==> src/rtl/im_fetch_sequencer.sv <==
// rtl/im_fetch_sequencer.sv - strided (A) and cyclic (B) item-memory address sequencer
module im_fetch_sequencer #(
  parameter int unsigned NumTotIm     = 1024,
  parameter int unsigned ImAddrWidth  = 32,
  parameter int unsigned CountWidth   = 16,
  parameter int unsigned AddrSelWidth = $clog2(NumTotIm)
) (
  input  logic                    clk_i,
  input  logic                    rst_ni,
  input  logic                    clr_i,
  input  logic                    start_i,
  input  logic [CountWidth-1:0]   cfg_num_items_i,
  input  logic [AddrSelWidth-1:0] cfg_a_base_i,
  input  logic [AddrSelWidth-1:0] cfg_a_stride_i,
  input  logic                    cfg_b_en_i,
  input  logic [AddrSelWidth-1:0] cfg_b_base_i,
  input  logic [CountWidth-1:0]   cfg_b_period_i,
  output logic                    busy_o,
  output logic                    done_o,
  output logic [ImAddrWidth-1:0]  lowdim_a_data_o,
  output logic                    im_a_data_valid_o,
  input  logic                    im_a_data_ready_i,
  output logic [ImAddrWidth-1:0]  lowdim_b_data_o,
  output logic                    im_b_data_valid_o,
  input  logic                    im_b_data_ready_i
);

  typedef enum logic [1:0] {IDLE, RUN, DONE} state_e;

  state_e                  state_q, state_d;
  logic [CountWidth-1:0]   num_q, num_d;
  logic [AddrSelWidth-1:0] a_stride_q, a_stride_d;
  logic                    b_en_q, b_en_d;
  logic [AddrSelWidth-1:0] b_base_q, b_base_d;
  logic [CountWidth-1:0]   b_last_q, b_last_d;
  logic [CountWidth-1:0]   a_cnt_q, a_cnt_d;
  logic [CountWidth-1:0]   b_cnt_q, b_cnt_d;
  logic [CountWidth-1:0]   b_phase_q, b_phase_d;
  logic [AddrSelWidth-1:0] a_addr_q, a_addr_d;
  logic [AddrSelWidth-1:0] b_addr_q, b_addr_d;
  logic                    a_valid_q, a_valid_d;
  logic                    b_valid_q, b_valid_d;

  logic                    a_hs, b_hs, a_fin, b_fin;
  logic [CountWidth-1:0]   a_cnt_inc, b_cnt_inc;

  assign a_hs      = a_valid_q && im_a_data_ready_i;
  assign b_hs      = b_valid_q && im_b_data_ready_i;
  assign a_cnt_inc = a_cnt_q + CountWidth'(1);
  assign b_cnt_inc = b_cnt_q + CountWidth'(1);

  always_comb begin
    state_d    = state_q;
    num_d      = num_q;
    a_stride_d = a_stride_q;
    b_en_d     = b_en_q;
    b_base_d   = b_base_q;
    b_last_d   = b_last_q;
    a_cnt_d    = a_cnt_q;
    b_cnt_d    = b_cnt_q;
    b_phase_d  = b_phase_q;
    a_addr_d   = a_addr_q;
    b_addr_d   = b_addr_q;
    a_valid_d  = a_valid_q;
    b_valid_d  = b_valid_q;
    a_fin      = 1'b0;
    b_fin      = 1'b0;

    unique case (state_q)
      IDLE: begin
        if (start_i) begin
          num_d      = cfg_num_items_i;
          a_stride_d = cfg_a_stride_i;
          b_en_d     = cfg_b_en_i;
          b_base_d   = cfg_b_base_i;
          // A zero period behaves as a period of one: phase always restarts.
          b_last_d   = (cfg_b_period_i == '0) ? '0 : cfg_b_period_i - CountWidth'(1);
          a_cnt_d    = '0;
          b_cnt_d    = '0;
          b_phase_d  = '0;
          if (cfg_num_items_i == '0) begin
            state_d = DONE;
          end else begin
            state_d   = RUN;
            a_valid_d = 1'b1;
            a_addr_d  = cfg_a_base_i;
            b_valid_d = cfg_b_en_i;
            b_addr_d  = cfg_b_en_i ? cfg_b_base_i : '0;
          end
        end
      end
      RUN: begin
        if (a_hs) begin
          a_cnt_d = a_cnt_inc;
          if (a_cnt_inc == num_q) a_valid_d = 1'b0;
          else                    a_addr_d  = a_addr_q + a_stride_q;
        end
        if (b_hs) begin
          b_cnt_d = b_cnt_inc;
          if (b_cnt_inc == num_q) begin
            b_valid_d = 1'b0;
          end else if (b_phase_q == b_last_q) begin
            b_phase_d = '0;
            b_addr_d  = b_base_q;
          end else begin
            b_phase_d = b_phase_q + CountWidth'(1);
            b_addr_d  = b_addr_q + AddrSelWidth'(1);
          end
        end
        a_fin = (a_cnt_d == num_q);
        b_fin = !b_en_q || (b_cnt_d == num_q);
        if (a_fin && b_fin) state_d = DONE;
      end
      DONE:    state_d = IDLE;
      default: state_d = IDLE;
    endcase
  end

  always_ff @(posedge clk_i) begin
    if (!rst_ni || clr_i) begin
      state_q    <= IDLE;
      num_q      <= '0;
      a_stride_q <= '0;
      b_en_q     <= 1'b0;
      b_base_q   <= '0;
      b_last_q   <= '0;
      a_cnt_q    <= '0;
      b_cnt_q    <= '0;
      b_phase_q  <= '0;
      a_addr_q   <= '0;
      b_addr_q   <= '0;
      a_valid_q  <= 1'b0;
      b_valid_q  <= 1'b0;
    end else begin
      state_q    <= state_d;
      num_q      <= num_d;
      a_stride_q <= a_stride_d;
      b_en_q     <= b_en_d;
      b_base_q   <= b_base_d;
      b_last_q   <= b_last_d;
      a_cnt_q    <= a_cnt_d;
      b_cnt_q    <= b_cnt_d;
      b_phase_q  <= b_phase_d;
      a_addr_q   <= a_addr_d;
      b_addr_q   <= b_addr_d;
      a_valid_q  <= a_valid_d;
      b_valid_q  <= b_valid_d;
    end
  end

  assign busy_o            = (state_q == RUN);
  assign done_o            = (state_q == DONE);
  assign im_a_data_valid_o = a_valid_q;
  assign im_b_data_valid_o = b_valid_q;
  assign lowdim_a_data_o   = {{(ImAddrWidth-AddrSelWidth){1'b0}}, a_addr_q};
  assign lowdim_b_data_o   = {{(ImAddrWidth-AddrSelWidth){1'b0}}, b_addr_q};

endmodule

==> config.mk <==
export PLATFORM = sky130hd
export DESIGN_NAME = im_fetch_sequencer
export DESIGN_NICKNAME = d
export VERILOG_FILES = /design/src/rtl/im_fetch_sequencer.sv
export SDC_FILE = /design/constraint.sdc
export NUM_CORES = 1
export LEC_CHECK = 0
export BUFFER_PORTS_ARGS = -buffer_cell sky130_fd_sc_hd__buf_2
export CORE_AREA = 2 2 146 106
export DETAILED_ROUTE_END_ITERATION = 6
export DIE_AREA = 0 0 148 108
export MAX_ROUTING_LAYER = met4
export PLACE_DENSITY = 0.79
export SLEW_MARGIN = 10
export SYNTH_ARGS = -nofsm -noshare
export SYNTH_HDL_FRONTEND = slang
export SYNTH_SLANG_ARGS = --single-unit
==> constraint.sdc <==
create_clock -name clk_i -period 3.5 [get_ports clk_i]
set_clock_uncertainty 0.2 [all_clocks]
set_input_delay 0.7 -clock clk_i [delete_from_list [all_inputs] [get_ports clk_i]]
set_output_delay 0.7 -clock clk_i [all_outputs]
set_load 0.03 [all_outputs]
Word level (Yosys, flattened, before mapping)
Cells that the tools add are included.
{"block": "op_classes", "add_sub_neg": 6, "mul": 0, "div": 0, "order_cmp": 0, "n_eq_ne": 16, "shift": 0, "mux": 38, "bitwise_logic": 0, "n_reduce_logical": 19}
{"operator": "16-bit two-way mux", "count": 9}
{"operator": "10-bit two-way mux", "count": 10}
{"operator": "16-bit one-hot mux with 2 select lines", "count": 3}
{"operator": "16-bit == test", "count": 5}
{"operator": "16-bit by 1-bit adder with 16-bit output, second input constant", "count": 3}
{"operator": "10-bit one-hot mux with 2 select lines", "count": 2}
{"operator": "16-bit zero test", "count": 2}
{"operator": "5-bit AND reduction", "count": 4}
{"operator": "16-bit by 1-bit subtractor with 16-bit output, second input constant", "count": 1}
{"operator": "10-bit by 1-bit adder with 10-bit output, second input constant", "count": 1}
{"operator": "10-bit adder", "count": 1}
{"operator": "2-bit by 1-bit inequality test with 1-bit output, second input constant", "count": 5}
{"operator": "1-bit two-way mux", "count": 8}
{"operator": "2-bit inequality test, second input constant", "count": 4}
{"operator": "2-bit two-way mux", "count": 3}
{"operator": "2-bit AND reduction", "count": 3}
{"operator": "1-bit one-hot mux with 2 select lines", "count": 2}
{"operator": "2-bit one-hot mux with 2 select lines", "count": 1}
{"operator": "4-bit AND reduction", "count": 1}
{"operator": "1-bit logical AND", "count": 3}
{"operator": "2-bit by 1-bit == test with 1-bit output, second input constant", "count": 1}
{"operator": "2-bit == test, second input constant", "count": 1}
{"operator": "1-bit zero test", "count": 2}
{"operator": "2-bit zero test", "count": 1}
{"operator": "other kinds (2)", "count": 3}
{"block": "word_totals", "ff_bits": 125, "latchBits": 0, "ramBits": 0, "mem_bits_ro": 0, "out_inout_bits": 68, "memories": 0}

Logic depth before layout (Yosys ltp)
Gate-level depths: netlist of the first run.
{"block": "depth", "word_depth": 8, "ltp_mapped": 12, "ltp_nobuf": 11}

Worst setup path after synthesis of the first run
OpenSTA, ideal clock, no wires.
{"block": "synth_timing", "path_type": "register -> register", "from": "register b_cnt_q[0]", "to": "register b_phase_q[15]", "arrival_time_ns": 2.752, "path_slack_ns": 0.477, "stages_incl_launch_ff": 11, "path_buffers": 1, "cell_sequence": "dfxtp_1 ha_1 buf_2 nand4_2 or4_4 o21bai_2 a22oi_2 a31oi_4 nand4_2 or4_1 a21oi_1"}
{"block": "synth_between", "elab_chain_cells": 4}
{"item": "start: declaration", "line_no": "37", "rtl": "logic [CountWidth-1:0] b_cnt_q, b_cnt_d;"}
{"item": "start signal: assignment", "line_no": "142", "rtl": "b_cnt_q <= b_cnt_d;"}
{"item": "16-bit by 1-bit adder with 16-bit output", "line_no": "50", "rtl": "assign b_cnt_inc = b_cnt_q + CountWidth'(1);"}
{"item": "16-bit == test", "line_no": "100", "rtl": "if (b_cnt_inc == num_q) begin"}
{"item": "2-bit inequality test (no source line)"}
{"item": "4-bit AND reduction (no source line)"}
{"item": "end signal: assignment", "line_no": "143", "rtl": "b_phase_q <= b_phase_d;"}
{"item": "end: declaration", "line_no": "38", "rtl": "logic [CountWidth-1:0] b_phase_q, b_phase_d;"}
No other way between the ends.
A chain may end at the register's enable or synchronous reset.

Worst setup path after layout of the first run
{"block": "layout_timing", "from": "register b_cnt_q[1]", "to": "register b_phase_q[12]"}
The elaborated chain is that of the path after synthesis.

==> results.yml, run 1 <==
route:
  first_iter_violations: 932
  first_pass_iters: 5
  via_count: 8196
  antenna_left: 0
  drt_wl_total_microns: 23700
  vias_per_cell: 5.96
  drc: 0
  wl_per_cell_microns: 17.2
placement:
  dp_hpwl_microns: 17100
  place_area_sq_um: 8810
  gp_congestion: 1.01
  dp_cells: 1341
  pre_cts_ws_ps: 191
  io_buffers: 92
floorplanning:
  ioPinCount: 137
  die_h_microns: 108
  dieArea_sq_um: 16000
  dieWidth_microns: 148
  initial_core_util_pct: 57.4
  rows: 37
  core_area_sq_um: 14400
critical_path:
  r2r-end: "b_phase_q[12]$_SDFFE_PP0P_"
  crit_fanout: 10
  r2r_start: "b_cnt_q[1]$_SDFFE_PP0P_"
  worstSetupPathType: "reg2reg"
  startpoint_type: "flip-flop"
  arrival_ps: 3490
  crit_required_ps: 3650
  rr_worst_depth: 9
  ff2ff_setup_slack_ps: 160
  worstSetupEndpointType: "flip-flop"
min_path:
  worstHoldPathCells: 2
  min_path_type: "reg2reg"
  whs_endpoint: "b_base_q[3]$_SDFFE_PP0P_"
  hold_start: "b_base_q[3]$_SDFFE_PP0P_"
pwr:
  power.total_mw: 3.90
  powerDensity_nw_per_um2: 414
  power.leakage_nw: 3.67
  vdd_ir_drop_max_v: 0.000335
timing:
  final_hold_viol_count: 0
  tightest_slew_ps: 987
  setup_viol: 0
  drv_slew: 0
  setup_slack_ps: 157
  max_clock_freq_mhz: 299
  finalCritPeriodShare_pct: 95.5
  rsz0062_at_grt: "yes"
  fin_crit_ps: 3340
  max_slew_margin_pct: 34.0
yosys:
  synthFlopType: "dfxtp_1"
  synthCells: 1096
  ys_seq_elements: 125
  ys_types: 70
  async_flop_share_pct: 0
  synth.avg_cell_area_sq_um: 7.56
  ys_seq_area_share_pct: 30.2
  synth_enable_flop_cells: 0
  synth.cell_area_sq_um: 8290
  yosysWarningCount: 0
cells_and_area:
  syn_to_final_growth_pct: 13.7
  fin_util_pct: 65.3
  design_area_sq_um: 9430
  final_common_cell: "nand2_1"
  final_cell_mix: "nand2_1, dfxtp_1, nor2_1"
  nNetsFinal: 1249
  fin_cells: 1376
  final_layout_size_suffix_gt1_share_pct: 15.4
grt:
  grtUsageTotal_pct: 31.0
  grt_overflow: 0
  antenna_found_initial: 2
  grt_max_degree: 91
  grt_pass1_wl_microns: 38000
  grt_pass1_vias: 7170
clocking:
  root_buffer: "clkbuf_16"
  h-tree-depth: 4
  cts_buffer_depth: 2
  cts_tree: "done"
  clkSinkCount: 125
  post-cts-setup-buffer-count: 0
  clock_latency_ps: 430
  clk_pin_slew_ps: 60
  cts_buffers: 17
  cts_resized: 0
flow_run:
  maxCapViolCount: 0
status:
  outcome: "complete, no violations"
[layout make-up]
cell class	instances	area (sq um)
fillers	1292	5020
diodes	3	7.51
multi-input cells	877	5260
inverters	19	71.3
repair buffers	125	733
well taps	195	244
clock buffers	19	433
flip-flops and latches	125	2500
clock inverters	13	176
[cells in the mapped netlist (all sizes together) (8+ instances only)]
| library cell | number | area share (%) |
|---|---|---|
| dfxtp | 125 | 30 |
| o21ai | 38 | 2.3 |
| nor2 | 116 | 5.3 |
| a31oi | 13 | 1.2 |
| clkbuf | 58 | 2.6 |
| nand2 | 140 | 6.3 |
| nand3 | 29 | 1.8 |
| and3 | 8 | 0.60 |
| and2 | 9 | 0.68 |
| xor2 | 61 | 6.4 |
| nand4 | 19 | 1.6 |
| inv | 18 | 0.82 |
| ha | 14 | 2.1 |
| nor3 | 36 | 2.2 |
| a22oi | 21 | 2.0 |
| or3 | 18 | 1.4 |
| xnor2 | 47 | 5.0 |
| buf | 60 | 5.0 |
| a311oi | 10 | 1.1 |
| nor4 | 32 | 2.6 |
| mux2i | 11 | 1.3 |
| a211oi | 24 | 2.8 |
| a21oi | 98 | 5.9 |
[through the flow]
stage,hold WS [ps],TNS (ps)
detailed placement,249,0
floorplan,236,0
CTS,258,0
global placement,243,0
finish,256,0
global route,284,-28.8
[where the power goes]
group	total (mW)	internal (mW)	switching [mW]
combinational	0.546	0.175	0.371
sequential	1.49	1.46	0.0384
clock	1.86	1.14	0.727
[sequential cells by signal, indices dropped and copies added, names as in the netlist]
| signal | flops |
|---|---|
| a_cnt_q | 16 |
| b_cnt_q | 16 |
| b_last_q | 16 |
| b_phase_q | 16 |
| num_q | 16 |
| a_addr_q | 10 |
| a_stride_q | 10 |
| b_addr_q | 10 |
| b_base_q | 10 |
| state_q | 2 |
| b_en_q | 1 |
| im_a_data_valid_o | 1 |
| im_b_data_valid_o | 1 |
[critical path: stages, from the launching register on]
cell and delay (ps):
dfxtp_1 400, ha_1 240, nand4_2 260, or4_4 630, o21bai_2 170, a22oi_2 130
a31oi_4 320, nand2_1 270, or4_1 470, a21oi_1 170
[repair_timing]
action	in CTS	in global routing
setup endpoints to repair	0	1
endpoints found under the hold margin	0	0
hold buffers	0	0
[per-layer routing]
layer	GRT usage [%]	wire length [microns]	up-vias
li1	-	-	3949
met1	45.3	11100	3796
met4	8.16	388	0
met3	9.28	2700	34
met5	-	0	-
met2	41.3	9560	417
[worst max-delay path by stage]
stage	startpoint	endpoint	cells past startpoint
finish	b_cnt_q[1]$_SDFFE_PP0P_	b_phase_q[12]$_SDFFE_PP0P_	9
global route	b_cnt_q[1]$_SDFFE_PP0P_	b_addr_q[5]$_SDFFE_PP0P_	11
CTS	b_cnt_q[1]$_SDFFE_PP0P_	b_phase_q[12]$_SDFFE_PP0P_	9
detailed placement	cfg_b_period_i[0]	b_last_q[9]$_SDFFE_PP0P_	11
global placement	b_cnt_q[1]$_SDFFE_PP0P_	b_phase_q[15]$_SDFFE_PP0P_	9
floorplan	b_cnt_q[0]$_SDFFE_PP0P_	b_phase_q[15]$_SDFFE_PP0P_	10
[kinds of logic after synthesis]
group | share of synthesized area [%]
AND/OR/NAND/NOR | 25.7
AO/OA/AOI/OAI | 20.5
buffers and inverters | 8.47
flip-flops | 30.2
XOR/XNOR | 11.4
adder cells (fa/ha/maj) | 2.36
multiplexers | 1.33
other | 0.0452
No activity file was read; power rests on OpenSTA's default activity.
==> inputs of run 2 (changes only) <==
--- a/config.mk
+++ b/config.mk
@@ -10,7 +10,7 @@
 export DETAILED_ROUTE_END_ITERATION = 6
 export DIE_AREA = 0 0 148 108
 export MAX_ROUTING_LAYER = met4
-export PLACE_DENSITY = 0.79
+export PLACE_DENSITY = 0.9
 export SLEW_MARGIN = 10
 export SYNTH_ARGS = -nofsm -noshare
 export SYNTH_HDL_FRONTEND = slang
==> run 2 against run 1 <==
  * The flow now finishes with violations (DRC)
  * Non-clock buffer count up 2
  * Final cell count decreased by 0.22%
  * Sequential power about the same
  * Final area shrank 0.90%
  * Global-route usage up 0.19 points
  * Clock power shrank 13%
  * Combinational power about the same
  * Wire length rose by 1.1%
  * Utilization is 0.59 points lower
  * Register-to-register slack improved by 30 ps
  * Via count grew 1.6%
  * Largest power group unchanged
==> results.yml, run 2 (synthesis gave the netlist of run 1 again) <==
status:
  violations: "DRC"
  outcome: "finished with violations"
floorplanning:
  ioPinCount: 137
  die_h_microns: 108
  dieArea_sq_um: 16000
  dieWidth_microns: 148
  core_area_sq_um: 14400
  rows: 37
  initial_core_util_pct: 57.4
pwr:
  power.leakage_nw: 3.64
  powerDensity_nw_per_um2: 390
  vdd_ir_drop_max_v: 0.000326
timing:
  final_hold_viol_count: 0
  fin_crit_ps: 3320
  rsz0062_at_grt: "no"
  max_slew_margin_pct: 40.8
  max_clock_freq_mhz: 302
  fin_tns_setup_ps: 0
  tightest_slew_ps: 885
  setup_viol: 0
  finalCritPeriodShare_pct: 94.8
  drv_slew: 0
critical_path:
  arrival_ps: 3480
  crit_required_ps: 3660
  startpoint_type: "flip-flop"
  cpPeakStageDelay_ps: 530
  critical_path_buf_inv_count: 0
  worstSetupPathType: "reg2reg"
  worstSetupEndpointType: "flip-flop"
  path_cells: "nand3_1 > nor4_2 > xnor2_1 > a2111oi_4 > a31oi_4 > nand4_2 > or4_1 > a21oi_1"
  path_delay_family: "simple AND/OR/NAND/NOR gates"
  crit_start: "b_cnt_q[4]$_SDFFE_PP0P_"
  crit_fanout: 9
  r2r_start: "b_cnt_q[4]$_SDFFE_PP0P_"
  cp_slowest_cell: "nor4_2"
cells_and_area:
  final_cell_mix: "nand2_1, dfxtp_1, nor2_1"
  syn_to_final_growth_pct: 12.7
  nFillCells: 1236
  fin_cells: 1373
  nNetsFinal: 1251
  antenna_cells: 0
  final_layout_size_suffix_gt1_share_pct: 15.6
  final_common_cell: "nand2_1"
route:
  vias_per_cell: 6.06
  wl_per_cell_microns: 17.5
  first_pass_iters: 7
  first_iter_violations: 913
  antenna_left: 0
  drc: 19
  via_count: 8326
  drt_wl_total_microns: 24000
placement:
  io_buffers: 92
  dp_cells: 1343
  gp_congestion: 0.978
  dp_hpwl_microns: 17300
clocking:
  clk_pin_slew_ps: 60
  h-tree-depth: 4
  cts_buffer_depth: 2
  root_buffer: "clkbuf_16"
  cts_buffers: 17
  cts-hold-fix-buffers: 0
  cts_tree: "done"
  clkSinkCount: 125
  clock_latency_ps: 430
grt:
  grt_max_degree: 50
  gr-usage-met1_pct: 41.7
  busiest_layer: "met2"
  grt_use_met3_pct: 10.9
  grt_overflow: 0
  grtUsageTotal_pct: 31.2
  grt_pass1_vias: 7510
  antenna_found_initial: 0
  gr-usage-met2_pct: 44.2
  grt_pass1_wl_microns: 38300
min_path:
  min_path_type: "reg2reg"
  hold_start: "b_base_q[5]$_SDFFE_PP0P_"
flow_run:
  maxCapViolCount: 0
-- run 2: cell count changes in the layout (fill, tap and decap cells not counted), sizes merged --
cell	change
clkinvlp	-1
bufinv	-3
diode	-3
clkbuf	-1
inv	-4
buf	+2
clkinv	+7
-- run 2: cell type report --
class | instances | area, sq um | area share [%]
repair buffers | 127 | 723 | 7.74
well taps | 195 | 244 | 2.61
clock inverters | 12 | 93.8 | 1.00
multi-input cells | 877 | 5270 | 56.4
flip-flops and latches | 125 | 2500 | 26.8
clock buffers | 18 | 439 | 4.70
inverters | 19 | 71.3 | 0.763
-- run 2: repair_timing --
action	CTS	global route
buffers inserted	0	0
endpoints found under the setup margin	0	2
hold endpoints to repair	0	0
resized for setup	0	1
-- run 2: per-stage QoR --
| stage | worst slack (ps) | area, sq um | utilization (%) | total power, mW | hold WS (ps) |
|---|---|---|---|---|---|
| finish | 183 | 9340 | 64.7 | 3.65 | 257 |
| global route | 2.43 | 9340 | 64.7 | 3.77 | 273 |
| CTS | 184 | 9330 | 64.6 | 3.65 | 257 |
| detailed placement | 204 | 8800 | 60.9 | 2.06 | 249 |
| global placement | 272 | 8800 | 60.9 | 2.04 | 242 |
| floorplan | 477 | 8450 | - | 1.93 | 236 |
-- run 2: power by group --
part | internal [mW] | switching [mW]
registers | 1.46 | 0.0384
clock network | 0.919 | 0.687
logic | 0.174 | 0.372
total | 2.55 | 1.10
-- run 2: tightest hold or removal path, delay by kind of cell, from the launching register on --
family / cells / cell delay [ps]
AOI/OAI and AO/OA: 1 / 50
DFF: 1 / 310
and+or+nand+nor: 1 / 50
-- run 2: worst paths after layout --
path | to | slack [ps] | cells after the start
max reg2reg | b_phase_q[15]$_SDFFE_PP0P_ | 180 | 8
max | b_phase_q[15]$_SDFFE_PP0P_ | 180 | 8
min | b_base_q[5]$_SDFFE_PP0P_ | 260 | 2
min reg2reg | b_base_q[5]$_SDFFE_PP0P_ | 260 | 2
-- run 2: per-layer routing --
layer	part of all wire, %	up-vias
li1	-	3943
met1	44	3892
met2	43	435
met3	11	56
met4	2.4	0
met5	0	-
==> inputs of run 3 (changes only) <==
==> config.mk (replaced) <==
export PLATFORM = sky130hd
export DESIGN_NAME = im_fetch_sequencer
export DESIGN_NICKNAME = d
export VERILOG_FILES = /design/src/rtl/im_fetch_sequencer.sv
export SDC_FILE = /design/constraint.sdc
export NUM_CORES = 1
export LEC_CHECK = 0
export ABC_AREA = 1
export BUFFER_PORTS_ARGS = -buffer_cell sky130_fd_sc_hd__clkbuf_2
export CAP_MARGIN = 25
export CORE_AREA = 2 2 152 109
export DETAILED_ROUTE_END_ITERATION = 6
export DIE_AREA = 0 0 154 111
export MAX_ROUTING_LAYER = met4
export PLACE_DENSITY = 0.89
export SLEW_MARGIN = 10
export SYNTH_ARGS = -nofsm -noshare
export SYNTH_HDL_FRONTEND = slang
export SYNTH_SLANG_ARGS = --single-unit
==> run 3 against run 2 <==
  * The run now ends clean
  * Sequential share of layout area is 1.7 points lower
  * Fmax is 6.8% higher
  * Critical path depth is 6 higher
  * Global-route usage is 0.083 points lower
  * Combinational power is 14% higher
  * First-iteration DRC count is 0.11% lower
  * Via count is 18% higher
  * Synthesized cell count is 34% higher
  * Flip-flop and latch count stayed put
  * Final area is 6.7% higher
  * Critical path type unchanged
  * Largest cell class unchanged
  * Highest routed layer unchanged
==> results.yml, run 3 <==
critical_path:
  path_cells: "ha_1 > nand3_1 > nor2_2 > nand3_1 > o21bai_1 > nand2_1 > nand2_1 > nand4_1 > nor2_1 > nand3_1 > nand2_2 > inv_1 > nor2_1 > nor2_1"
  startpoint_type: "flip-flop"
  cpPeakStageDelay_ps: 520
  r2r-end: "a_addr_q[4]$_SDFFE_PP0P_"
  path_delay_family: "simple AND/OR/NAND/NOR gates"
  rr_worst_depth: 14
  worstSetupEndpointType: "flip-flop"
  crit_required_ps: 3620
  worstSetupPathType: "reg2reg"
  crit_fanout: 14
  ff2ff_setup_slack_ps: 400
  cp_slowest_cell: "dfxtp_1"
  r2r_start: "a_cnt_q[0]$_SDFFE_PP0P_"
  arrival_ps: 3230
  critical_path_buf_inv_count: 1
yosys:
  synth.area.top_cells: "dfxtp_1, nand2_1, nand3_1"
  ys_seq_elements: 125
  synthSimpleGateAreaFrac_pct: 41.5
  synth_top_cell_by_area: "dfxtp_1"
  synthAdderAreaFrac_pct: 2.18
  ys_seq_area_share_pct: 28.0
  synthTopCellsByCount: "nand2_1, nor2_1, nand3_1, dfxtp_1, inv_1"
  synthFlopType: "dfxtp_1"
  muxShareOfSynthArea_pct: 0
  synth_top_family_by_area: "simple AND/OR/NAND/NOR gates"
  yosysMostFrequentCell: "nand2_1"
  synth.cell_area_sq_um: 8940
  synth_compound_area_share_pct: 11.5
  ys_types: 45
  synthCells: 1474
  synth_xor_area_share_pct: 5.58
  synth_enable_flop_cells: 0
  yosysWarningCount: 0
  async_flop_share_pct: 0
  synth_top_area_share_pct: 28.0
  synth.avg_cell_area_sq_um: 6.07
cells_and_area:
  final_common_cell: "nand2_1"
  fin_util_pct: 62.8
  antenna_cells: 0
  nNetsFinal: 1630
  syn_to_final_growth_pct: 11.5
  final_layout_size_suffix_gt1_share_pct: 11.7
  nFillCells: 1466
  final_cell_mix: "nand2_1, nor2_1, nand3_1"
clocking:
  cts_tree: "done"
  cts_resized: 0
  cts_buffers: 17
  cts_buffer_depth: 2
  clk_pin_slew_ps: 60
  h-tree-depth: 4
  clock_latency_ps: 440
  clkSinkCount: 125
  cts-hold-fix-buffers: 0
  post-cts-setup-buffer-count: 0
  root_buffer: "clkbuf_16"
min_path:
  hold_start: "b_last_q[8]$_SDFFE_PP0P_"
  worstHoldPathCells: 2
  whs_endpoint: "b_last_q[8]$_SDFFE_PP0P_"
  min_path_type: "reg2reg"
grt:
  grt_max_degree: 67
  antenna_found_initial: 0
  grt_pass1_wl_microns: 42300
  grtUsageTotal_pct: 31.2
  grt_overflow: 0
  grt_pass1_vias: 8721
route:
  first_iter_violations: 912
  wl_per_cell_microns: 14.6
  antenna_left: 0
  drt_wl_total_microns: 25800
  first_pass_iters: 7
  vias_per_cell: 5.58
  via_count: 9839
  drc: 0
timing:
  final_hold_viol_count: 0
  fin_crit_ps: 3100
  drv_slew: 0
  max_slew_margin_pct: 51.1
  tightest_slew_ps: 733
  setup_viol: 0
  finalCritPeriodShare_pct: 88.7
  rsz0062_at_grt: "no"
  fin_tns_setup_ps: 0
  max_clock_freq_mhz: 322
placement:
  dp_hpwl_microns: 18300
  io_buffers: 92
  gp_congestion: 0.991
floorplanning:
  initial_core_util_pct: 56.4
  die_h_microns: 111
  dieArea_sq_um: 17100
  rows: 39
  dieWidth_microns: 154
  ioPinCount: 137
  core_area_sq_um: 15900
status:
  outcome: "complete, no violations"
pwr:
  vdd_ir_drop_max_v: 0.000296
  power.total_mw: 3.91
  powerDensity_nw_per_um2: 392
  power.leakage_nw: 4.34
flow_run:
  maxCapViolCount: 0
## run 3: cell families (layout without fill, tap and decap cells)
group,Yosys count,in the layout
xor+xnor,57,57
simple gates,871,871
fa+ha+maj,15,15
buf+inv,212,253
other cells,1,44
flops,125,125
compound gates,193,193
## run 3: final cells by class
class                   instances  area (sq um)  area share [%]
clock buffers                  19           443            4.44
well taps                     205           256            2.57
multi-input cells            1180          5620            56.4
repair buffers                108           581            5.82
clock inverters                12           139            1.39
inverters                     114           428            4.29
flip-flops and latches        125          2500            25.1
## run 3: power breakdown
group,total (mW),internal (mW),switching [mW]
Combinational,0.625,0.184,0.441
Sequential,1.52,1.47,0.0524
Clock,1.77,1.07,0.699
## run 3: worst max-delay path by stage
stage | startpoint | end | slack, ps | depth (start not counted)
final | a_cnt_q[0]$_SDFFE_PP0P_ | a_addr_q[4]$_SDFFE_PP0P_ | 400 | 14
after global routing | a_cnt_q[0]$_SDFFE_PP0P_ | a_addr_q[4]$_SDFFE_PP0P_ | 50 | 14
after CTS | a_cnt_q[0]$_SDFFE_PP0P_ | a_addr_q[4]$_SDFFE_PP0P_ | 490 | 14
after detailed placement | a_cnt_q[0]$_SDFFE_PP0P_ | a_addr_q[4]$_SDFFE_PP0P_ | 510 | 14
after global placement | a_cnt_q[0]$_SDFFE_PP0P_ | a_addr_q[0]$_SDFFE_PP0P_ | 520 | 14
after floorplan | cfg_b_period_i[0] | b_last_q[10]$_SDFFE_PP0P_ | 810 | 14
## run 3: per-layer routing
metal | GRT usage [%] | part of all wire (%) | vias up
met5 | - | 0 | -
met4 | 9.66 | 2.0 | 0
met3 | 8.44 | 12 | 56
met2 | 44.4 | 42 | 534
met1 | 43.0 | 44 | 4413
li1 | - | - | 4836
## run 3: through the flow
step | setup slack [ps] | std cells | hold WS, ps | area, sq um
final | 395 | 1763 | 276 | 9970
after global routing | 47.8 | 1763 | 294 | 9970
after CTS | 490 | 1763 | 278 | 9970
after detailed placement | 505 | 1732 | 269 | 9390
after global placement | 518 | 1732 | 261 | 9390
after floorplan | 813 | 1517 | 250 | 9100
## run 3: worst register-to-register path: stages (launching register included)
cell and delay [ps]:
dfxtp_1 520, ha_1 270, nand3_1 130, nor2_2 230, nand3_1 180, o21bai_1 250
nand2_1 80, nand2_1 60, nand4_1 80, nor2_1 210, nand3_1 170, nand2_2 280
inv_1 160, nor2_1 120, nor2_1 50
